<file path="src/rtl/rtr_credit_tracker.sv">
// Output-port credit tracker: registers the outgoing flit channel and keeps a
// per-VC count of free downstream slots, exporting full/almost-full/empty/idle.
module rtr_credit_tracker #(
    parameter int num_vcs              = 4,
    parameter int buffer_size          = 32,
    parameter int flit_data_width      = 64,
    parameter int atomic_vc_allocation = 1
) (
    input  logic                       clk,
    input  logic                       reset,
    input  logic                       send_valid,
    input  logic                       send_head,
    input  logic                       send_tail,
    input  logic [num_vcs-1:0]         send_sel_ovc,
    input  logic [flit_data_width-1:0] send_data,
    input  logic                       cred_valid,
    input  logic [num_vcs-1:0]         cred_sel_ovc,
    output logic                       flit_valid,
    output logic                       flit_head,
    output logic                       flit_tail,
    output logic [num_vcs-1:0]         flit_sel_ovc,
    output logic [flit_data_width-1:0] flit_data,
    output logic [num_vcs-1:0]         full_ovc,
    output logic [num_vcs-1:0]         almost_full_ovc,
    output logic [num_vcs-1:0]         empty_ovc,
    output logic [num_vcs-1:0]         idle_ovc,
    output logic [2*num_vcs-1:0]       errors_ovc
);

    localparam int buffer_size_per_vc = buffer_size / num_vcs;
    localparam int cred_width         = $clog2(buffer_size_per_vc + 1);
    localparam logic [cred_width-1:0] cred_max = cred_width'(buffer_size_per_vc);

    logic [num_vcs-1:0]         accept_vec;
    logic [2*num_vcs-1:0]       errors_next;
    logic                       flit_accept;

    logic                       flit_valid_reg;
    logic                       flit_head_reg;
    logic                       flit_tail_reg;
    logic [num_vcs-1:0]         flit_sel_ovc_reg;
    logic [flit_data_width-1:0] flit_data_reg;
    logic [2*num_vcs-1:0]       errors_reg;

    genvar gi;
    generate
        for (gi = 0; gi < num_vcs; gi++) begin : g_vc
            logic [cred_width-1:0] cred_reg;
            logic [cred_width-1:0] cred_next;
            logic                  send_req;
            logic                  cred_req;
            logic                  accept;
            logic                  overflow;

            assign send_req = send_valid & send_sel_ovc[gi];
            assign cred_req = cred_valid & cred_sel_ovc[gi];
            // A send against an empty counter is refused even if a credit arrives alongside it.
            assign accept   = send_req & (cred_reg != '0);
            assign overflow = cred_req & ~accept & (cred_reg == cred_max);

            assign accept_vec[gi]        = accept;
            assign errors_next[2*gi]     = send_req & (cred_reg == '0);
            assign errors_next[2*gi+1]   = overflow;

            always_comb begin
                cred_next = cred_reg;
                if (accept && !cred_req) begin
                    cred_next = cred_reg - 1'b1;
                end else if (cred_req && !accept && !overflow) begin
                    cred_next = cred_reg + 1'b1;
                end
            end

            always_ff @(posedge clk) begin
                if (reset) begin
                    cred_reg <= cred_max;
                end else begin
                    cred_reg <= cred_next;
                end
            end

            assign full_ovc[gi]        = (cred_reg == '0);
            assign almost_full_ovc[gi] = (cred_reg == cred_width'(1));
            assign empty_ovc[gi]       = (cred_reg == cred_max);

            if (atomic_vc_allocation != 0) begin : g_atomic
                logic pending_reg;

                // Tail wins over head so a single-flit packet leaves the VC unowned.
                always_ff @(posedge clk) begin
                    if (reset) begin
                        pending_reg <= 1'b0;
                    end else if (accept) begin
                        if (send_tail) begin
                            pending_reg <= 1'b0;
                        end else if (send_head) begin
                            pending_reg <= 1'b1;
                        end
                    end
                end

                assign idle_ovc[gi] = empty_ovc[gi] & ~pending_reg;
            end else begin : g_plain
                assign idle_ovc[gi] = empty_ovc[gi];
            end
        end
    endgenerate

    assign flit_accept = |accept_vec;

    always_ff @(posedge clk) begin
        if (reset) begin
            flit_valid_reg   <= 1'b0;
            flit_head_reg    <= 1'b0;
            flit_tail_reg    <= 1'b0;
            flit_sel_ovc_reg <= '0;
            errors_reg       <= '0;
        end else begin
            flit_valid_reg   <= flit_accept;
            flit_head_reg    <= flit_accept & send_head;
            flit_tail_reg    <= flit_accept & send_tail;
            flit_sel_ovc_reg <= flit_accept ? send_sel_ovc : '0;
            errors_reg       <= errors_next;
        end
    end

    // Payload register is left unreset; it only loads on an accepted send.
    always_ff @(posedge clk) begin
        if (flit_accept) begin
            flit_data_reg <= send_data;
        end
    end

    assign flit_valid   = flit_valid_reg;
    assign flit_head    = flit_head_reg;
    assign flit_tail    = flit_tail_reg;
    assign flit_sel_ovc = flit_sel_ovc_reg;
    assign flit_data    = flit_data_reg;
    assign errors_ovc   = errors_reg;

endmodule

</file>
<file path="config.mk">
export PLATFORM = sky130hd
export DESIGN_NAME = rtr_credit_tracker
export DESIGN_NICKNAME = d
export VERILOG_FILES = /design/src/rtl/rtr_credit_tracker.sv
export SDC_FILE = /design/constraint.sdc
export NUM_CORES = 1
export LEC_CHECK = 0
export ABC_AREA = 1
export ABC_CLOCK_PERIOD_IN_PS = 3300
export CAP_MARGIN = 5
export CORE_AREA = 2 2 100 102
export CTS_CLUSTER_SIZE = 14
export DETAILED_ROUTE_END_ITERATION = 8
export DIE_AREA = 0 0 102 104
export PLACE_DENSITY = 0.84
export SYNTH_ARGS = -nofsm -noshare
export SYNTH_HDL_FRONTEND = slang
export SYNTH_SLANG_ARGS = --single-unit
</file>
<file path="constraint.sdc">
create_clock -name clk -period 3.3 [get_ports clk]
set_input_delay 0.33 -clock clk [delete_from_list [all_inputs] [get_ports clk]]
set_output_delay 0.33 -clock clk [all_outputs]
set_load 0.1 [all_outputs]
</file>
# Yosys cells after proc, flatten, opt, wreduce, memory -nomap -nowiden
# Cells that the tools add are included.
# classes
n_addsub	8
eq_ne	8
mux	10
n_bitwise	39
reduce_logical	43
# op_table
cell	n
two-way mux 4 bit	8
AND 1 bit	30
adder 4 x 1 -> 4 bit, second input constant	4
equality test 4 x 1 -> 1 bit, second input constant	4
equality test 4 bit, second input constant	4
zero test 4 bit	4
nonzero test 4 bit	4
subtractor 4 x 1 -> 4 bit, second input constant	4
logical AND 1 bit	12
zero test 1 bit	12
nonzero test 2 bit	5
NOT 1 bit	9
AND reduction 2 bit	4
OR reduction 4 bit	1
two-way mux 1 bit	2
OR reduction 2 bit	1
# totals
ff_bits	99
inputBits	78
output_inout_bits	95
word_cells	122

# Logic depth before layout (Yosys ltp)
# depth
word_depth	9
depth_mapped	9
depth_no_buf	9

# Least setup slack after synthesis
# OpenSTA, ideal clock, no wires.
# synth_path
kind	reg2out
start	reg g_vc[0].cred_reg[1]
end	out almost_full_ovc[0]
t_arrival_ns	2.767
required_ns	2.970
slack_ns	0.203
stages_incl_launch_ff	4
path_buffers	0
path_cell_list	dfxtp_1 inv_1 ha_1 nor3b_1
# synth_via
elab_chain_cells	1
# synth_lines
element	line	text
start, declared	48	logic [cred_width-1:0] cred_reg;
start signal, assigned	76	cred_reg <= cred_max;
start signal, assigned	78	cred_reg <= cred_next;
equality test 4 x 1 -> 1 bit	83	assign almost_full_ovc[gi] = (cred_reg == cred_width'(1));
end, declared	24	output logic [num_vcs-1:0] almost_full_ovc,
# No other way between the ends.

# Final worst setup path
# layout_path
start	reg g_vc[1].cred_reg[0]
end	reg flit_sel_ovc_reg[1], in the netlist flit_sel_ovc[1]
# layout_via
elab_chain_cells	5
# layout_lines
element	line	text
start, declared	48	
start signal, assigned	76	
start signal, assigned	78	
nonzero test 4 bit	58	assign accept = send_req & (cred_reg != '0);
AND 1 bit	58	
OR reduction 4 bit	109	assign flit_accept = |accept_vec;
net flit_accept	36	logic flit_accept;
NOT 1 bit (no line)	-	
OR reduction 2 bit (no line)	-	
end signal, assigned	122	flit_sel_ovc_reg <= flit_accept ? send_sel_ovc : '0;
end, declared	41	logic [num_vcs-1:0] flit_sel_ovc_reg;
# The timed path passes the listed nets, and every way through them passes these cells.
# A chain may end at the register's enable or synchronous reset.

==> key figures <==
Outcome
  – Status: finished, final reports clean

Clock tree
  – CTS tree: done
  – Worst skew pair latency: 0.37 ns
  – Clock Path Buffers: 2
  – CTS Root Cell: clkbuf_8
  – CTS resizes: 0
  – Clock Sinks: 99
  – TritonCTS buffer count: 9
  – Hold_buf cts: 0
  – Clk slew on worst S/H paths: roughly 0.10 ns
  – Post-CTS Setup Inserts: 0
  – H-tree levels: 3

STA
  – Final Hold Fails: 0
  – Final setup violation count: 0
  – Worst Max-Slew Pin Slew: 1.14 ns
  – Worst Setup Slack, final: roughly 0.76 ns
  – Final-report max-slew violation count: 0
  – Tmin final: ~2.5 ns
  – Tcrit/Tclk final: about three quarters
  – Maximum clock rate: between 0.3 and 0.4 GHz
  – Unrepaired setup endpoints after global routing: no
  – Setup tns final: 0 ns
  – Max transition margin: between 20% and 30%
  – Layout Skew: about 0.016 ns

Critical path
  – Crit path launch type: flip-flop
  – Critical Path Sink Type: flip-flop
  – Critical Path RT: between 3 and 4 ns
  – FF-to-FF path depth: 7
  – Worst R2R Setup Slack: 0.76 ns
  – Crit path DAT: roughly 2.8 ns
  – Worst-path fanout max: 65
  – Worst r2r dst: flit_sel_ovc[1]
  – Origin of the critical flop-to-flop path: g_vc[1].cred_reg[0]
  – Critical path class: flip-flop to flip-flop

Die
  – Boundary pin count: around 170
  – FP Rows: 36
  – Die Y: between 100 and 150 µm
  – CORE AREA: between 9000 and 10000 µm²
  – Die area: roughly 11000 µm²
  – Die Span X: roughly 100 µm
  – Starting Density: between 40% and 50%

Synth
  – EDFF count, synth: 64
  – Share of the synthesized area in the top cell type: 43.7%
  – Main flop type after synthesis: edfxtp_1
  – Fraction of registers with async set/reset: 0%
  – Cell variety after synth: 29
  – Synthesized area per cell: between 10 and 15 µm²
  – Sequential area share after synthesis: 59.6%
  – Synth area leaders: edfxtp_1 (44%), dfxtp_1 (16%), nand2_1 (6.1%)
  – Syn Nets: about 480
  – Cell Area, Synth: 4400 µm²
  – Mapped Cells: roughly 400
  – Yosys warns: 0
  – Area leader, netlist: edfxtp_1
  – Seq cells post-synth: between 90 and 100

Power
  – Max VDD drop: approximately 0.42 mV
  – Static leakage: roughly 2.7 nW
  – Pwr Density: between 600 and 700 nW/µm²

Route
  – DRT Pass-1 Iters: 4
  – Vias: roughly 3300
  – Via density: 4.72
  – # DRC: 0
  – Routed len/inst: around 16 µm
  – Post-route ant nets: 0
  – Total Wirelength: about 11000 µm
  – Initial DRC count: about 140

Layout
  – Area grow syn2layout: 45.0%
  – Max reg flops: 64
  – Post-route insts no fill: 700
  – Finished Cell Area: approximately 6400 µm²
  – Number of diodes: 0
  – Layout cells sized above 1: 13.9%
  – Final net count: between 600 and 700

Global routing
  – First-pass GRT wire length: between 15000 and 20000 µm
  – Initial antenna violation count: 0
  – GRT Resource Usage Total: 20.5%
  – Vias in the first global route: around 3100
  – GRT overflow: 0
  – Largest net degree at the start of global routing: 66

Min path
  – Worst hold path class: primary input to flip-flop
  – Hold path start: send_data[38]
  – Hold Path Depth: 1
  – WHS Endpoint: flit_data[38]

Placement
  – HPWL Detailed: roughly 8500 µm
  – Port Buffer Count: around 170
  – Placed Area: 6160 µm²
  – Placed cells: approximately 700
  – GP Congestion: around 0.86
  – Pre-CTS WS: between 0.4 and 0.5 ns

Flow run
  – Max-cap viol count: 0
worst max-delay path: stages, from the launching register on:
cell and delay [ns]:
dfxtp_1 0.36, inv_1 0.15, ha_1 0.28, nand2_4 0.13, nand2_8 0.10, nand4_4 0.86, nand2_2 0.45, nor2_1 0.08
logic make-up (layout without fill, tap and decap cells):
group                    Yosys count  after routing  share of synthesized area, %
adder cells (fa/ha/maj)           15             15                          4.26
AND/OR/NAND/NOR                  180            180                          24.1
AO/OA/AOI/OAI                     20             20                          3.53
XOR/XNOR                           4              4                         0.796
flip-flops                        99             99                          59.6
buffers and inverters             71            249                          7.71
how the worst max path moves through the flow:
stage	startpoint	end	slack (ns)
after CTS	g_vc[1].cred_reg[0]	flit_tail	0.73
final	g_vc[1].cred_reg[0]	flit_sel_ovc[1]	0.76
after global placement	send_valid	flit_sel_ovc[2]	0.55
after detailed placement	send_valid	flit_tail	0.49
after floorplan	g_vc[0].cred_reg[1]	almost_full_ovc[0]	0.20
after global routing	g_vc[1].cred_reg[0]	flit_sel_ovc[1]	0.48
metrics by stage:
step           hold WS, ns  utilization (%)  total power [W]
2_1_floorplan        0.429                -          0.00284
4_1_cts              0.504             66.8          0.00408
3_5_place_dp         0.514             64.5          0.00322
5_1_grt              0.498             66.8          0.00422
3_3_place_gp         0.510             64.5          0.00320
6_report             0.521             66.8          0.00406
layer usage:
layer / track usage, % / vias to the layer above / routed length, µm
li1: - / 1616 / -
met1: 24.5 / 1526 / 4310
met2: 35.8 / 144 / 5600
met3: 5.11 / 16 / 863
met4: 6.67 / 0 / 201
met5: 0 / - / 0
Yosys cell counts, types with 5 or more instances:
cell,n
nand3_1,24
edfxtp_1,64
nand2_1,72
ha_1,15
dfxtp_1,35
buf_6,7
o21bai_1,8
nand2_4,8
inv_1,50
nand3_4,8
nand2_2,5
inv_2,8
nor2_1,30
nand4_1,12
layout make-up:
type / instances / area, µm²
Timing Repair Buffer: 173 / 1690
Fill cell: 705 / 3170
Clock buffer: 9 / 124
Sequential cell: 99 / 2620
Tap cell: 133 / 166
Inverter: 60 / 239
Multi-Input combinational cell: 219 / 1440
Clock inverter: 7 / 101
cell usage in the layout (no fill, tap or decap):
master,count
clkbuf_8,9
nand2_2,5
nand3_4,8
ha_1,15
clkdlybuf4s50_1,156
nor2_2,4
bufinv_16,2
buf_4,17
nor2_1,30
dfxtp_1,35
inv_1,50
inv_2,8
nor3_1,4
nand3_1,24
nor3b_1,4
nand2_4,8
edfxtp_1,64
nand2_8,4
nand4_1,12
nor2_4,4
nand2_1,72
clkinv_1,2
o21bai_1,8
inv_8,1
nand4_4,1
o21ai_0,4
a21oi_2,4
bufinv_8,1
o211a_1,4
clkinv_4,3
xor2_1,4
where the power goes:
group	switching (W)	total (W)	internal [W]
sequential	0.0000646	0.00153	0.00146
combinational	0.00128	0.00167	0.000394
clock	0.000431	0.000865	0.000434
Note: power is estimated with default switching activity, not from simulation.
